$ cat src/rtl/conv_result_drain.sv
// Drains N result columns from the N+2 image banks column-major and streams pixels to the host.
// Optional macro DRAIN_CLEAR_EN: strobe o_ClearEn on each host handshake so drained words are zeroed.
module conv_result_drain #(
  parameter int N           = 2,
  parameter int BITS_IMAGEN = 11,
  parameter int BITS_DATA   = BITS_IMAGEN,
  parameter int ADDR_BITS   = 10
) (
  input  logic                          i_CLK,
  input  logic                          i_Rst,
  input  logic                          i_Start,
  input  logic [$clog2(N+2)-1:0]        i_BankBase,
  input  logic [ADDR_BITS-1:0]          i_ColLength,
  input  logic [(N+2)*BITS_IMAGEN-1:0]  i_MemData,
  input  logic                          i_Ready,
  output logic [ADDR_BITS-1:0]          o_ReadAddr,
  output logic                          o_ReadEn,
  output logic [$clog2(N+2)-1:0]        o_MemSelect,
  output logic                          o_ClearEn,
  output logic [BITS_DATA-1:0]          o_Data,
  output logic                          o_Valid,
  output logic                          o_Busy,
  output logic                          o_Done
);

  localparam int SEL_W = $clog2(N+2);
  localparam int CNT_W = (N > 1) ? $clog2(N) : 1;

  typedef enum logic [2:0] {
    IDLE,
    ISSUE,
    LATCH,
    SEND,
    DONE
  } state_t;

  state_t                 state_q, state_d;
  logic [ADDR_BITS-1:0]   addr_q;
  logic [ADDR_BITS-1:0]   len_q;
  logic [CNT_W-1:0]       cnt_q;
  logic [SEL_W-1:0]       sel_q;
  logic [BITS_DATA-1:0]   data_q;
  logic [BITS_IMAGEN-1:0] pix;
  logic                   last_addr;
  logic                   last_bank;

  assign last_addr = (addr_q == len_q - ADDR_BITS'(1));
  assign last_bank = (cnt_q == CNT_W'(N-1));

  always_comb begin
    pix = '0;
    for (int unsigned k = 0; k < N+2; k++) begin
      if (sel_q == SEL_W'(k)) pix = i_MemData[k*BITS_IMAGEN +: BITS_IMAGEN];
    end
  end

  always_ff @(posedge i_CLK) begin
    if (!i_Rst) state_q <= IDLE;
    else        state_q <= state_d;
  end

  always_comb begin
    state_d = state_q;
    case (state_q)
      IDLE:    if (i_Start) state_d = (i_ColLength == '0) ? DONE : ISSUE;
      ISSUE:   state_d = LATCH;
      LATCH:   state_d = SEND;
      SEND:    if (i_Ready) state_d = (last_addr && last_bank) ? DONE : ISSUE;
      DONE:    state_d = IDLE;
      default: state_d = IDLE;
    endcase
  end

  // The bank select advances incrementally with wrap, which equals (base + count) mod (N+2).
  always_ff @(posedge i_CLK) begin
    if (!i_Rst) begin
      addr_q <= '0;
      len_q  <= '0;
      cnt_q  <= '0;
      sel_q  <= '0;
      data_q <= '0;
    end else begin
      case (state_q)
        IDLE: begin
          if (i_Start) begin
            len_q  <= i_ColLength;
            addr_q <= '0;
            cnt_q  <= '0;
            sel_q  <= i_BankBase;
          end
        end
        LATCH: data_q <= BITS_DATA'(pix);
        SEND: begin
          if (i_Ready && !(last_addr && last_bank)) begin
            if (last_addr) begin
              addr_q <= '0;
              cnt_q  <= cnt_q + CNT_W'(1);
              sel_q  <= (sel_q == SEL_W'(N+1)) ? '0 : sel_q + SEL_W'(1);
            end else begin
              addr_q <= addr_q + ADDR_BITS'(1);
            end
          end
        end
        default: ;
      endcase
    end
  end

  always_comb begin
    o_ReadEn = (state_q == ISSUE);
    o_Valid  = (state_q == SEND);
    o_Busy   = (state_q != IDLE);
    o_Done   = (state_q == DONE);
`ifdef DRAIN_CLEAR_EN
    o_ClearEn = (state_q == SEND) && i_Ready;
`else
    o_ClearEn = 1'b0;
`endif
  end

  assign o_ReadAddr  = addr_q;
  assign o_MemSelect = sel_q;
  assign o_Data      = data_q;

endmodule

$ cat config.mk
export PLATFORM = sky130hd
export DESIGN_NAME = conv_result_drain
export DESIGN_NICKNAME = d
export VERILOG_FILES = /design/src/rtl/conv_result_drain.sv
export SDC_FILE = /design/constraint.sdc
export NUM_CORES = 1
export LEC_CHECK = 0
export ABC_AREA = 1
export BUFFER_PORTS_ARGS = -buffer_cell sky130_fd_sc_hd__buf_2
export CAP_MARGIN = 30
export CORE_ASPECT_RATIO = 1.1
export CORE_MARGIN = 2
export CORE_UTILIZATION = 40
export CTS_CLUSTER_DIAMETER = 40
export DETAILED_ROUTE_END_ITERATION = 8
export MAX_ROUTING_LAYER = met4
export PLACE_DENSITY = 0.67
export RECOVER_POWER = 25
export SYNTH_ARGS = -nofsm -noshare
export SYNTH_HDL_FRONTEND = slang
export SYNTH_SLANG_ARGS = --single-unit
$ cat constraint.sdc
create_clock -name i_CLK -period 4.6 [get_ports i_CLK]
set_input_delay 0 -clock i_CLK [delete_from_list [all_inputs] [get_ports i_CLK]]
set_output_delay 0 -clock i_CLK [all_outputs]
set_load 0.01 [all_outputs]
==> flow_summary.yaml, run 1 <==
placed_design:
  gp_congestion: 0.8614
  dp_hpwl_microns: 5194
  placed_area_sq_um: 2808
  dp.cells: 508
  pre_cts_ws_ns: 2.373
  portBuffers: 86
clock_network:
  clk-insertion-delay-late_ns: 0.29
  clkTransAtPathRegs_ns: 0.08
  holdBufCountCts: 1
  clock-sinks: 37
  cts_root_buffer: "clkbuf_8"
  cts_made_buffers: 5
  htreeDepth: 2
  cts_max_path_buffers: 2
  postCtsResizedCells: 0
  cts_tree: "done"
  cts_setup_buffers: 0
route:
  finalWirelength_microns: 6650
  wl_per_cell_microns: 12.86
  drcViolationCount: 0
  first_iter_violations: 190
  via_per_inst: 5.033
  vias: 2602
  drt-pass1-iter-count: 4
  detail-route-antenna-nets: 0
power:
  p_leak_nw: 1.377
  pwr-share-seq_pct: 40.2
  pwr-share-clk_pct: 22.7
  peakVddDrop_mv: 0.1770
  p_switching_mw: 0.3862
  power_mw: 0.9848
  power.internal_mw: 0.5985
  p_per_area_nw_per_um2: 341.9
  p_sw_share_pct: 39.22
  combPwrFrac_pct: 37.1
worst_setup_path:
  path_cells: "inv_1 > ha_1 > nand2_1 > nor2_2 > nand2_1 > nand2_1 > nand2_1 > nand2_1 > nor2_1 > nand4_2 > nand3_2 > nand2_4 > nand2_1 > nand2_2 > a21oi_2"
  worst-r2r-setup-slack_ns: 2.34
  path_buf_inv: 1
  end_kind: "flop"
  crit_path_max_incr_delay_ns: 0.42
  cp_data_required_time_ns: 4.83
  cpMostUsedCell: "nand2_1"
  crit_family: "simple AND/OR/NAND/NOR gates"
  start_kind: "flop"
  worstPathArrival_ns: 2.49
  worstPathMaxFanout: 19
  worstSetupPathType: "reg -> reg"
  slowest_stage: "dfxtp_1"
layout:
  finalNetCount: 505
  num-fill-cells: 633
  stdcell_area_sq_um: 2880
  area_growth_syn_to_layout_pct: 22.71
  final_util_pct: 50.24
  layout-drive-gt1-share_pct: 21.59
  fin_cells: 517
  antennaDiodeCount: 0
  final_cell_mix: "89 x nand2_1, 70 x buf_2, 41 x a21oi_1, 37 x o21ai_0, 37 x dfxtp_1"
  layout_commonest_cell: "nand2_1"
job:
  max_cap_viol_count: 0
timing:
  tightest_slew_ns: 0.8488
  fin_setup_tns_ns: 0
  holdWs_ns: 0.006750
  hold_viol: 0
  setup_ws_ns: 2.342
  finalSetupViolations: 0
  finClkSkew_ns: 0.01231
  finalCriticalPeriod_ns: 2.258
  period_share_pct: 49.08
  fmax_mhz: 442.9
  slew_headroom_pct: 43.25
  rsz0062_at_grt: "false"
  maxSlewViolCount: 0
synthesis:
  synthFlopType: "dfxtp_1"
  ys_types: 34
  synthArstFlopShare_pct: 0
  synth_top_family_by_area: "simple AND/OR/NAND/NOR gates"
  synthXorXnorAreaFrac_pct: 4.051
  synth.avg_cell_area_sq_um: 6.520
  yosys.area_share.simple_pct: 29.90
  synth_compound_area_share_pct: 22.23
  synth-edff-count: 0
  synth_seq_cells: 37
  synth_warnings: 0
  yosysSeqAreaShare_pct: 31.56
  syn_nets: 426
  synth.mux.area_fraction_pct: 0
  synth_area_sq_um: 2347
  synthCells: 360
  synthAdderAreaFrac_pct: 3.198
status:
  outcome: "completed"
grt:
  grt_pass1_vias: 2537
  grt_pass1_wl_microns: 11340
  overflow: 0
  grt_max_degree: 30
  grt_usage_pct: 21.87
  antenna_found_initial: 0
floorplanning:
  fp.dieH_microns: 84.34
  pin_count: 88
  die_w_microns: 77.04
  rows: 29
  die_area_sq_um: 6498
  start_util_pct: 40.94
  core_area_sq_um: 5733
hold_path:
  hold_class: "in -> reg"
area by class of cell:
type / instances / area, sq um / area share (%)
Multi-Input combinational cell: 271 / 1398 / 48.52
Clock buffer: 6 / 72.57 / 2.520
Timing Repair Buffer: 88 / 427.9 / 14.86
Clock inverter: 2 / 10.01 / 0.3475
Sequential cell: 37 / 740.7 / 25.72
Inverter: 36 / 135.1 / 4.692
Tap cell: 77 / 96.34 / 3.345
flip-flops by register name (all words and copies together) (netlist names):
register	count
state_q	3
o_MemSelect	2
cnt_q	1
o_Data	11
o_ReadAddr	10
len_q	10
power groups by stage:
stage	clock (mW)	sequential [mW]	combinational [mW]
5_1_grt	0.242	0.402	0.418
3_5_place_dp	0	0.403	0.371
6_report	0.223	0.396	0.365
3_3_place_gp	0	0.403	0.365
2_1_floorplan	0	0.406	0.251
4_1_cts	0.227	0.396	0.373
kinds of logic (layout without fill, tap and decap cells):
kind of cell               count (synthesis)  after routing
AOI/OAI and AO/OA                         97             97
adders and majority gates                  6              6
DFF                                       37             37
buffers and inverters                     52            132
other                                      1              1
xor gates and xnor gates                  10             10
and+or+nand+nor                          157            157
metal layers:
metal	global-route usage [%]	vias to the layer above	part of all wire [%]
met5	-	-	0
met4	6.494	0	1.4
met3	3.978	8	6.8
met2	39.00	105	50
met1	24.95	1139	42
li1	-	1350	-
final timing paths:
kind | startpoint | end | depth (start not counted)
min | i_MemData[40] | o_Data[7] | 3
max | len_q[0] | o_ReadAddr[0] | 15
min reg2reg | len_q[9] | len_q[9] | 2
max reg2reg | len_q[0] | o_ReadAddr[0] | 15
synthesized netlist by cell type (3+ instances only):
library cell	n	area, sq um
clkbuf_1	12	45.04
or2_2	3	18.77
o21ai_0	37	185.2
inv_1	35	131.4
xor2_1	6	52.55
nand2_1	89	334.1
o21ai_1	4	20.02
nand4_1	3	18.77
xnor2_1	3	26.28
nand3_1	22	110.1
nor2_1	25	93.84
dfxtp_1	37	740.7
a22oi_1	11	82.58
a21oi_1	41	205.2
ha_1	6	75.07
nand2_2	4	25.02
worst min-delay path, delay by kind of cell:
| family | cells | cell delay, ns |
|---|---|---|
| buffers and inverters | 1 | 0.08 |
| AOI/OAI and AO/OA | 2 | 0.18 |
No activity file was read; power rests on OpenSTA's default activity.
==> run 2: changes to the inputs <==
==> constraint.sdc (replaced) <==
create_clock -name i_CLK -period 2.11 [get_ports i_CLK]
set_input_delay 0 -clock i_CLK [delete_from_list [all_inputs] [get_ports i_CLK]]
set_output_delay 0 -clock i_CLK [all_outputs]
set_load 0.01 [all_outputs]
==> run 2 against run 1 <==
Net effect: the run now ends with hold timing left; clock-buffer cell count decreased by 1; worst setup slack worse by 2.2 ns; routed wire length increased by 4.5%; worst hold slack worse by 0.0069 ns; clock skew down 0.0056 ns; clock power grew 120%; utilization rose by 3.2 points; flip-flop and latch count did not move; via count increased by 3.7%; critical path depth shrank 2; largest power group is now combinational logic.
==> flow_summary.yaml, run 2 (synthesis gave the netlist of run 1 again) <==
worst_setup_path:
  end_kind: "flop"
  start_kind: "flop"
  worstSetupPathType: "reg -> reg"
  crit_family: "simple AND/OR/NAND/NOR gates"
  worstPathArrival_ns: 2.16
  cp_data_required_time_ns: 2.34
  worstPathMaxFanout: 19
  path_buf_inv: 1
  worst-r2r-setup-slack_ns: 0.17
  path_cells: "inv_2 > ha_4 > xor2_1 > nand2_1 > a21oi_1 > nand2_1 > nor2_2 > nand4_4 > nand3_4 > nand2_8 > nand2_2 > nand2_2 > nor2_1"
  crit_path_max_incr_delay_ns: 0.34
  slowest_stage: "dfxtp_1"
power:
  pwr-share-clk_pct: 22.0
  peakVddDrop_mv: 0.3953
  p_per_area_nw_per_um2: 726.3
  power.internal_mw: 1.348
  power_mw: 2.226
  p_sw_share_pct: 39.47
  combPwrFrac_pct: 39.2
  p_leak_nw: 1.464
  p_switching_mw: 0.8787
  pwr-share-seq_pct: 38.7
placed_design:
  placed_area_sq_um: 2903
  dp.cells: 519
  portBuffers: 86
  dp_hpwl_microns: 5420
  gp_congestion: 0.8862
  pre_cts_ws_ns: 0.01310
clock_network:
  cts_setup_buffers: 0
  cts_root_buffer: "clkbuf_8"
  cts_max_path_buffers: 2
  clkTransAtPathRegs_ns: 0.08
  clock-sinks: 37
  clk-insertion-delay-late_ns: 0.29
  htreeDepth: 2
  cts_tree: "done"
  cts_made_buffers: 5
layout:
  largest_reg_flops: 11
  stdcell_area_sq_um: 3065
  area_growth_syn_to_layout_pct: 30.60
  antennaDiodeCount: 0
  fin_cells: 532
  seqCellArea_sq_um: 740.7
  layout_commonest_cell: "nand2_1"
  multi_input_area_sq_um: 1443
  final_cell_mix: "88 x nand2_1, 71 x buf_2, 41 x a21oi_1, 37 x o21ai_0, 37 x dfxtp_1"
  layout-drive-gt1-share_pct: 25.49
  num-fill-cells: 603
  finalNetCount: 520
grt:
  grt_usage_pct: 22.57
  grt_pass1_wl_microns: 11590
  grt_pass1_vias: 2618
  overflow: 0
  antenna_found_initial: 0
  grt_max_degree: 30
timing:
  hold_viol: 1
  setup_ws_ns: 0.1750
  fin_setup_tns_ns: 0
  finalCriticalPeriod_ns: 1.935
  finClkSkew_ns: 0.006747
  tightest_slew_ns: 0.5805
  slew_headroom_pct: 61.30
  finalSetupViolations: 0
  holdWs_ns: -0.0001153
  period_share_pct: 91.71
  maxSlewViolCount: 0
  fmax_mhz: 516.8
hold_path:
  hold_class: "in -> reg"
status:
  violations: "hold timing"
  outcome: "finished, violations left"
route:
  vias: 2697
  finalWirelength_microns: 6952
  detail-route-antenna-nets: 0
  via_per_inst: 5.070
  drt-pass1-iter-count: 4
  drcViolationCount: 0
  wl_per_cell_microns: 13.07
  first_iter_violations: 99
floorplanning:
  pin_count: 88
  rows: 29
  core_area_sq_um: 5733
  start_util_pct: 40.94
  die_area_sq_um: 6498
  die_w_microns: 77.04
  fp.dieH_microns: 84.34
job:
  max_cap_viol_count: 0
-- run 2: cell types whose count changed in the layout (fill, tap and decap cells not counted), moves of 2 or more --
cell | previous run | this run
nor2_2 | 2 | 4
inv_1 | 35 | 31
clkbuf_1 | 17 | 15
inv_2 | 1 | 5
dlygate4sd3_1 | 1 | 5
nor2_1 | 25 | 23
buf_4 | 1 | 11
-- run 2: path summary, 6_finish.rpt --
| check | cells after the start | from | to |
|---|---|---|---|
| hold / removal | 3 | i_MemData[38] | o_Data[5] |
| hold reg to reg | 2 | len_q[9] | len_q[9] |
| setup reg to reg | 13 | len_q[0] | o_ReadAddr[3] |
| setup / recovery | 13 | len_q[0] | o_ReadAddr[3] |
-- run 2: timing repair --
action | CTS | global route
hold endpoints to repair | 5 | 0
setup endpoints to repair | 2 | 13
hold buffers | 5 | 0
resized for setup | 1 | 11
-- run 2: worst min-delay path, stage by stage --
cell     delay (ns)
buf_2          0.08
a21oi_1        0.05
a21oi_1        0.13
-- run 2: through the flow --
stage	utilization [%]	hold WS (ns)
finish	53.47	-0.0001153
CTS	53.06	0.002168
floorplan	-	0.1933
detailed placement	50.63	0.3002
global route	53.47	0.01854
global placement	50.63	0.2810
-- run 2: power groups by stage --
stage / logic [mW] / clock network [mW] / registers, mW
floorplan: 0.548 / 0 / 0.886
global placement: 0.837 / 0 / 0.873
detailed placement: 0.845 / 0 / 0.874
CTS: 0.858 / 0.495 / 0.860
global route: 0.990 / 0.530 / 0.875
finish: 0.873 / 0.491 / 0.863
-- run 2: area by class of cell --
class	count	area share [%]
Clock buffer	5	2.245
Clock inverter	3	0.5714
Inverter	36	4.408
Multi-Input combinational cell	271	47.06
Sequential cell	37	24.16
Tap cell	77	3.143
Timing Repair Buffer	103	18.41
-- run 2: metal layers --
layer	share of wire, %	GRT usage, %	routed length (microns)	up-vias
met5	0	-	0	-
met4	2.1	7.630	143	0
met3	6.4	3.548	444	12
met2	50	40.75	3484	118
met1	41	25.28	2879	1191
li1	-	-	-	1376
